`config.mk`:
```
export PLATFORM = sky130hd
export DESIGN_NAME = alu_uart_bridge
export DESIGN_NICKNAME = d
export VERILOG_FILES = /design/src/rtl/alu_uart_pkg.sv /design/src/rtl/alu_uart_bridge_frame_timer.sv /design/src/rtl/alu_uart_bridge.sv
export SDC_FILE = /design/constraint.sdc
export NUM_CORES = 1
export LEC_CHECK = 0
export BUFFER_PORTS_ARGS = -buffer_cell sky130_fd_sc_hd__buf_2
export CAP_MARGIN = 30
export CORE_UTILIZATION = 51
export CTS_BUF_LIST = sky130_fd_sc_hd__clkbuf_2 sky130_fd_sc_hd__clkbuf_4 sky130_fd_sc_hd__clkbuf_8
export DETAILED_ROUTE_END_ITERATION = 7
export GPL_TIMING_DRIVEN = 1
export PLACE_DENSITY = 0.75
export SYNTH_ARGS = -nofsm -noshare
export SYNTH_HDL_FRONTEND = slang
export SYNTH_SLANG_ARGS = --single-unit
```
`constraint.sdc`:
```
create_clock -name i_clk -period 2.4 [get_ports i_clk]
set_clock_uncertainty 0.05 [all_clocks]
set_input_delay 0.24 -clock i_clk [delete_from_list [all_inputs] [get_ports i_clk]]
set_output_delay 0.24 -clock i_clk [all_outputs]
set_load 0.01 [all_outputs]
```
`src/rtl/alu_uart_pkg.sv`:
```
// Shared types and constants for the UART-to-ALU command bridge.
// Frame sizing helpers let the bridge derive byte counts from its data width.
package alu_uart_pkg;

    typedef enum logic [2:0] {
        S_IDLE,
        S_RX_A,
        S_RX_B,
        S_EXEC,
        S_TX_STAT,
        S_TX_RES,
        S_TX_ERR
    } state_e;

    localparam logic [7:0] ST_OK      = 8'h00;
    localparam logic [7:0] ST_BAD_OP  = 8'hE1;
    localparam logic [7:0] ST_TIMEOUT = 8'hE2;

    function automatic int nbytes_of(input int nb_data);
        return nb_data / 8;
    endfunction

    function automatic int bidx_width_of(input int nbytes);
        return (nbytes > 1) ? $clog2(nbytes) : 1;
    endfunction

    localparam int NBYTES  = nbytes_of(16);
    localparam int NB_BIDX = bidx_width_of(NBYTES);

endpackage

```
`src/rtl/alu_uart_bridge_frame_timer.sv`:
```
// Inter-byte timeout counter: runs while a frame is being received, clears on each
// popped byte, saturates instead of wrapping, and flags expiry on the cycle it would reach the limit.
module frame_timer #(
    parameter int TIMEOUT_CYCLES = 100000,
    parameter int NB_TIMEOUT     = 17
) (
    input  logic clk_i,
    input  logic rst_i,
    input  logic clear_i,
    input  logic run_i,
    output logic expired_o
);

    localparam logic [NB_TIMEOUT-1:0] LIMIT =
        (TIMEOUT_CYCLES == 0) ? '0 : NB_TIMEOUT'(TIMEOUT_CYCLES - 1);

    logic [NB_TIMEOUT-1:0] count_q;

    always_ff @(posedge clk_i or posedge rst_i) begin
        if (rst_i) begin
            count_q <= '0;
        end else if (clear_i || !run_i) begin
            count_q <= '0;
        end else if (count_q != LIMIT) begin
            count_q <= count_q + 1'b1;
        end
    end

    // A pop on the expiry cycle wins, so clear_i masks the flag.
    assign expired_o = (TIMEOUT_CYCLES != 0) && run_i && !clear_i && (count_q == LIMIT);

endmodule

```
`src/rtl/alu_uart_bridge.sv`:
```
// Framed command bridge: pops [opcode][A][B] from the RX FIFO, drives the ALU,
// and pushes [status][result] (or a lone error status) to the TX FIFO.
module alu_uart_bridge
    import alu_uart_pkg::*;
#(
    parameter int NB_DATA        = 16,
    parameter int NB_OPCODE      = 6,
    parameter int TIMEOUT_CYCLES = 100000,
    parameter int NB_TIMEOUT     = 17
) (
    input  logic                 i_clk,
    input  logic                 i_reset,
    input  logic [7:0]           i_data_to_read,
    input  logic                 i_fifo_rx_empty,
    input  logic                 i_fifo_tx_full,
    input  logic [NB_DATA-1:0]   i_alu_result,
    output logic                 o_fifo_rx_read,
    output logic                 o_fifo_tx_write,
    output logic [7:0]           o_data_to_write,
    output logic [NB_OPCODE-1:0] o_alu_opcode,
    output logic [NB_DATA-1:0]   o_alu_op_A,
    output logic [NB_DATA-1:0]   o_alu_op_B,
    output logic                 o_is_valid,
    output logic                 o_error
);

    localparam int NBYTES_P  = nbytes_of(NB_DATA);
    localparam int NB_BIDX_P = bidx_width_of(NBYTES_P);
    localparam logic [NB_BIDX_P-1:0] LAST_IDX = NB_BIDX_P'(NBYTES_P - 1);

    state_e                 state_q;
    logic [NB_BIDX_P-1:0]   idx_q;
    logic [NB_OPCODE-1:0]   opcode_q;
    logic [NB_DATA-1:0]     op_a_q;
    logic [NB_DATA-1:0]     op_b_q;
    logic [NB_DATA-1:0]     res_q;
    logic [7:0]             err_code_q;

    logic in_rx, in_tx, in_frame, rx_pop, tx_push, timer_expired;
    logic [7:0] opcode_upper;

    assign in_rx    = state_q inside {S_IDLE, S_RX_A, S_RX_B};
    assign in_tx    = state_q inside {S_TX_STAT, S_TX_RES, S_TX_ERR};
    assign in_frame = state_q inside {S_RX_A, S_RX_B};

    // Pop strobe is gated by reset so every output reads 0 while reset is held.
    assign rx_pop  = in_rx && !i_fifo_rx_empty && !i_reset;
    assign tx_push = in_tx && !i_fifo_tx_full;

    assign opcode_upper = i_data_to_read >> NB_OPCODE;

    frame_timer #(
        .TIMEOUT_CYCLES (TIMEOUT_CYCLES),
        .NB_TIMEOUT     (NB_TIMEOUT)
    ) u_frame_timer (
        .clk_i     (i_clk),
        .rst_i     (i_reset),
        .clear_i   (rx_pop),
        .run_i     (in_frame),
        .expired_o (timer_expired)
    );

    always_ff @(posedge i_clk or posedge i_reset) begin
        if (i_reset) begin
            state_q    <= S_IDLE;
            idx_q      <= '0;
            opcode_q   <= '0;
            op_a_q     <= '0;
            op_b_q     <= '0;
            res_q      <= '0;
            err_code_q <= 8'h00;
        end else begin
            case (state_q)
                S_IDLE: begin
                    if (rx_pop) begin
                        idx_q <= '0;
                        if (opcode_upper != 8'h00) begin
                            err_code_q <= ST_BAD_OP;
                            state_q    <= S_TX_ERR;
                        end else begin
                            opcode_q <= i_data_to_read[NB_OPCODE-1:0];
                            state_q  <= S_RX_A;
                        end
                    end
                end
                S_RX_A: begin
                    if (rx_pop) begin
                        op_a_q[{idx_q, 3'b000} +: 8] <= i_data_to_read;
                        if (idx_q == LAST_IDX) begin
                            idx_q   <= '0;
                            state_q <= S_RX_B;
                        end else begin
                            idx_q <= idx_q + 1'b1;
                        end
                    end else if (timer_expired) begin
                        err_code_q <= ST_TIMEOUT;
                        state_q    <= S_TX_ERR;
                    end
                end
                S_RX_B: begin
                    if (rx_pop) begin
                        op_b_q[{idx_q, 3'b000} +: 8] <= i_data_to_read;
                        if (idx_q == LAST_IDX) begin
                            idx_q   <= '0;
                            state_q <= S_EXEC;
                        end else begin
                            idx_q <= idx_q + 1'b1;
                        end
                    end else if (timer_expired) begin
                        err_code_q <= ST_TIMEOUT;
                        state_q    <= S_TX_ERR;
                    end
                end
                S_EXEC: begin
                    res_q   <= i_alu_result;
                    state_q <= S_TX_STAT;
                end
                S_TX_STAT: begin
                    if (tx_push) begin
                        idx_q   <= '0;
                        state_q <= S_TX_RES;
                    end
                end
                S_TX_RES: begin
                    if (tx_push) begin
                        if (idx_q == LAST_IDX) begin
                            idx_q   <= '0;
                            state_q <= S_IDLE;
                        end else begin
                            idx_q <= idx_q + 1'b1;
                        end
                    end
                end
                S_TX_ERR: begin
                    if (tx_push) begin
                        state_q <= S_IDLE;
                    end
                end
                default: state_q <= S_IDLE;
            endcase
        end
    end

    // Byte source follows state/index, so it holds steady while the TX FIFO is full.
    always_comb begin
        o_data_to_write = 8'h00;
        case (state_q)
            S_TX_STAT: o_data_to_write = ST_OK;
            S_TX_RES:  o_data_to_write = res_q[{idx_q, 3'b000} +: 8];
            S_TX_ERR:  o_data_to_write = err_code_q;
            default:   o_data_to_write = 8'h00;
        endcase
    end

    assign o_fifo_rx_read  = rx_pop;
    assign o_fifo_tx_write = tx_push;
    assign o_alu_opcode    = opcode_q;
    assign o_alu_op_A      = op_a_q;
    assign o_alu_op_B      = op_b_q;
    assign o_is_valid      = (state_q == S_EXEC);
    assign o_error         = tx_push && (state_q == S_TX_ERR);

endmodule

```
==> Word level (Yosys, flattened, before mapping) <==
Index checks and enable logic that the tools add are counted.
{ "classes": {"n_shift": 3, "n_addsub": 3, "n_mux": 28, "n_bitwise": 1, "n_reduce_logical": 27, "n_eq_ne": 19} }
{ "ops": {"columns": ["op", "count"], "rows": [
  ["$mux 17", 2],
  ["$mux 3", 11],
  ["$bwmux 16", 2],
  ["$mux 8", 4],
  ["$pmux 8 s2", 2],
  ["$pmux 3 s7", 1],
  ["$add 17x1->17 const B", 1],
  ["$eq 17x17->1 const B", 1],
  ["$ne 17x17->1 const B", 1],
  ["$shift 8x6->16 const A", 1],
  ["$shiftx 16x5->8", 1],
  ["$shiftx 8x6->16", 1],
  ["$ne 2x2->1 const B", 5],
  ["$reduce_and 5->1", 2],
  ["$eq 3x3->1 const B", 3],
  ["$ne 2x1->1 const B", 4],
  ["$reduce_bool 8->1", 1],
  ["$reduce_and 7->1", 1],
  ["$eq 3x2->1 const B", 2],
  ["$logic_and 1x1->1", 6],
  ["$ne 3x3->1 const B", 2],
  ["$neg 4->6", 1],
  ["$reduce_bool 2->1", 3],
  ["$reduce_bool 3->1", 2],
  ["12 further kinds", 21]
]} }
{ "totals": {"elab_cells": 89, "out_inout_bits": 50, "input_bits": 28, "regBits": 83} }

==> Depth between registers and ports, before layout <==
{ "logic_depth": {"depth_word": 10, "mapped_depth": 6, "mapped_depth_nobuf": 5} }

==> Modules after synthesis <==
From an unflattened synthesis, not the netlist that was laid out.
{ "unflattened": {"cells_unflattened": 304, "area_unflattened_um2": 3693.5} }
{ "by_module_without_submodules": {"columns": ["mod", "seq_area_each_um2", "n_inst", "area_each_um2", "cells_per_inst"], "rows": [
  ["alu_uart_bridge", 1526.5, 1, 2778.9, 208],
  ["frame_timer", 425.4, 1, 914.6, 96]
]} }

==> Worst setup path after synthesis <==
OpenSTA, ideal clock, no wires.
{ "synth_path": {"path_type": "register -> register", "startpoint": "register state_q[2]", "endpoint": "register op_a_q[0] (netlist: o_alu_op_A[0])", "path_slack_ns": 0.539, "arrival_time_ns": 1.686, "path_stages_with_launch": 6, "required_time_ns": 2.225, "period_less_slack_ns": 1.861, "path_cell_list": "dfrtp_1 buf_2 or3_4 or3_1 buf_4 mux2_4"} }
{ "synth_between": {"elab_chain_len": 5, "elab_cells_between_ends": 7} }
{ "synth_rtl": {"columns": ["item", "line_no", "rtl"], "rows": [
  ["start: declaration", "alu_uart_bridge.sv:31", "state_e state_q;"],
  ["start signal: assignment", "alu_uart_bridge.sv:65", "state_q <= S_IDLE;"],
  ["start signal: assignment", "alu_uart_bridge.sv:79", "state_q <= S_TX_ERR;"],
  ["start signal: assignment", "alu_uart_bridge.sv:82", "state_q <= S_RX_A;"],
  ["$eq 3x1->1 (tied with other cells)", "alu_uart_bridge.sv:42, alu_uart_bridge.sv:73", null],
  ["$reduce_bool 3->1", "alu_uart_bridge.sv:42", "assign in_rx = state_q inside {S_IDLE, S_RX_A, S_RX_B};"],
  ["$logic_and 1x1->1 (2 in a row)", "alu_uart_bridge.sv:47", "assign rx_pop = in_rx && !i_fifo_rx_empty && !i_reset;"],
  ["$reduce_and 2->1 (no source line) (*)", null, null],
  ["end signal: indexed assignment", "alu_uart_bridge.sv:88", "op_a_q[{idx_q, 3'b000} +: 8] <= i_data_to_read;"],
  ["end: declaration", "alu_uart_bridge.sv:34", "logic [NB_DATA-1:0] op_a_q;"]
]} }
Every way passes the cells marked *; elsewhere a longest branch is shown, timed or not.
A chain may end at the register's enable or synchronous reset.

==> Worst setup path in the final report <==
{ "layout_path": {"startpoint": "input i_reset", "endpoint": "register op_a_q[15] (netlist: o_alu_op_A[15])"} }
{ "layout_between": {"elab_chain_len": 3} }
{ "layout_rtl": {"columns": ["item", "line_no", "rtl"], "rows": [
  ["start: declaration", "alu_uart_bridge.sv:12", "input logic i_reset,"],
  ["$logic_not 1->1 (no source line)", null, null],
  ["$logic_and 1x1->1", "alu_uart_bridge.sv:47", null],
  ["$reduce_and 2->1 (no source line)", null, null]
]} }
Every way passes these cells.

==> results.yml <==
status:
  outcome: "finished clean"
critical_path:
  critPathTopFamily: "simple AND/OR/NAND/NOR gates"
  crit_buf_inv: 2
  arrival_ps: 2460
  max_stage_delay_ps: 540
  crit_fanout: 9
  path_cells: "dlygate4sd3_1 -> buf_2 -> or2_2 -> nor2_1 -> nand3_1 -> mux2_2"
  cp-end-kind: "register"
  startpoint_type: "input pin"
  critPathRequiredTime_ps: 2590
  cp_slowest_cell: "dlygate4sd3_1"
  path_class: "input pin to register"
drt:
  via_count: 2758
  drtIter0Drc: 144
  postRouteAntennaNets: 0
  firstDrtPassIters: 4
  vias_per_cell: 5.30
  drcViolationCount: 0
  wl_per_cell_microns: 15.0
  routed_wl_microns: 7780
synthesis:
  synth_edf_count: 0
  async_flop_share_pct: 100
  ys.flop_type: "dfrtp_1"
  syn_inst: 335
  syn-cell-area_sq_um: 3680
  synth_top_area_share_pct: 53.1
  yosysWarnings: 0
  yosys.area.top_type: "dfrtp_1"
  synthesis.nets: 364
  synthDistinctLibCells: 52
  yosysSeqAreaShare_pct: 53.1
  synth_seq_cells: 78
  synthTopCellsByArea: "dfrtp_1, mux2_2, mux2_4"
  syn_area_per_cell_sq_um: 11.0
placed_design:
  place_inst: 503
  hpwl_microns: 5540
  port_buffers: 77
  dp_slack_ps: 342
  gp_congestion: 0.845
global_route:
  track_usage_pct: 23.0
  grt_first_pass_wirelength_microns: 13300
  grt_max_degree: 54
  overflow: 0
  antenna_found_initial: 0
  grt_pass1_vias: 2818
final_layout:
  fillers: 577
  n_antenna_cell: 0
  drive_gt1_share_pct: 36.6
  nets: 448
  area_growth_pct: 19.7
  final_cells: 520
worst_hold_path:
  hold_path.class: "input pin to register"
cts:
  cts_sinks: 78
  cts_htree_levels: 3
  cts_buffers: 9
  cts_setup_buffers: 0
  clockBufferDepth: 2
  clkTransAtPathRegs_ps: 80
  root_buffer: "clkbuf_8"
  cts_tree: "yes"
  insertion_delay_ps: 350
sta:
  postLayoutSetupSlackWorst_ps: 128
  setup_viol: 0
  rsz0062_at_grt: "false"
  fin_crit_ps: 2270
  timing.slew.headroom_pct: 55.6
  hold_viol: 0
  finalCritPeriodShare_pct: 94.7
  worst_pin_slew_ps: 665
  tns_ps: 0
  fmax_ghz: 0.440
  drv_slew: 0
floorplanning:
  pin_count: 78
  dieArea_sq_um: 7550
  initial_core_util_pct: 53.5
  die_y_microns: 86.9
  row_count: 30
  core-area_sq_um: 6870
  die_x_microns: 86.9
pwr:
  vdd_ir_drop_max_uv: 637
  power.density_nw_per_um2: 1160
  p_leak_nw: 2.21
flow_run:
  cap_viol_max_count: 0
## kinds of logic after synthesis
logic type	share of synthesized area [%]
and+or+nand+nor	18.4
muxes	16.3
AOI/OAI and AO/OA	7.01
DFF	53.1
buffers and inverters	2.48
adders and majority gates	0.340
xor gates and xnor gates	2.38
## cells in the final DEF (no fill, tap or decap), types with 9 or more instances in the layout
| cell | Yosys | final |
|---|---|---|
| mux2_2 | 23 | 23 |
| mux2i_1 | 10 | 10 |
| o21ai_0 | 11 | 11 |
| a21oi_1 | 9 | 9 |
| clkbuf_8 | 0 | 10 |
| mux2_4 | 16 | 16 |
| dfrtp_1 | 78 | 78 |
| nand3_1 | 12 | 12 |
| nand2_1 | 61 | 61 |
| buf_2 | 4 | 77 |
| buf_4 | 3 | 10 |
| nor2_1 | 23 | 23 |
## cell type report
cell class	count	area (sq um)	area share, %
clock buffers	10	138	3.13
clock inverters	6	68.8	1.56
inverters	5	18.8	0.426
multi-input cells	237	1630	37.1
flip-flops and latches	78	1950	44.3
well taps	96	120	2.73
repair buffers	88	470	10.7
## synthesized netlist by cell type (all sizes together), types with 2 or more instances
| cell | count |
|---|---|
| dfrtp | 78 |
| nand2 | 63 |
| mux2 | 39 |
| nor2 | 23 |
| nand3 | 12 |
| o21ai | 11 |
| mux2i | 10 |
| or3 | 10 |
| a21oi | 9 |
| buf | 9 |
| clkbuf | 6 |
| xnor2 | 5 |
| xor2 | 5 |
| inv | 4 |
| nand2b | 4 |
| nand4 | 4 |
| and4 | 3 |
| nor2b | 3 |
| nor3 | 3 |
| nor4 | 3 |
| o21bai | 3 |
| o311ai | 3 |
| or2 | 3 |
| or4b | 3 |
| a221oi | 2 |
| a22oi | 2 |
| o22ai | 2 |
## tightest hold or removal path, cell delays in order
cell and delay, ps:
buf_2 70, nand2_1 40, nand2_1 40
## power breakdown
group	switching, W	total, W	internal, W	leakage, nW
logic	0.000967	0.00192	0.000955	1.10
clock network	0.000500	0.00101	0.000514	0.103
registers	0.000337	0.00215	0.00182	1.00
total	0.00180	0.00509	0.00328	2.21
## worst paths after layout
kind / startpoint / slack [ps] / depth (start not counted) / to
setup / recovery: i_reset / 130 / 6 / o_alu_op_A[15]
hold / removal: i_alu_result[3] / 20 / 3 / res_q[3]
setup reg to reg: state_q[0] / 380 / 3 / o_alu_op_A[1]
hold reg to reg: res_q[3] / 430 / 2 / res_q[3]
max in group asynchronous: i_reset / 1220 / 4 / o_alu_op_A[1]
min in group asynchronous: i_reset / 490 / 4 / o_alu_op_B[14]
## layer usage
layer / vias to the layer above / share of wire, % / track usage, %
met5: - / 0 / 0
met4: 0 / 1.3 / 10.2
met3: 11 / 4.3 / 4.45
met2: 57 / 48 / 36.4
met1: 1348 / 46 / 30.8
li1: 1342 / - / -
## stage by stage
stage / hold slack, ps / cell area [sq um] / utilization, % / power, W
2_1_floorplan: 295 / 3680 / - / 0.00342
3_3_place_gp: 301 / 4190 / 60.9 / 0.00404
3_5_place_dp: 307 / 4190 / 60.9 / 0.00411
4_1_cts: 15.2 / 4400 / 64.1 / 0.00513
5_1_grt: 26.5 / 4400 / 64.1 / 0.00543
6_report: 18.2 / 4400 / 64.1 / 0.00509
## registers in the layout, summed over array words and instances, names as in the netlist
name and flops:
u_frame_timer.count_q 17, o_alu_op_A 16, o_alu_op_B 16, res_q 16, o_alu_opcode 6, err_code_q 3
state_q 3, idx_q 1
## timing repair
item	in CTS	in global routing
gates resized for setup	0	0
hold buffers	1	0
hold endpoints to repair	25	0
Power figures use the tool's default switching activity.
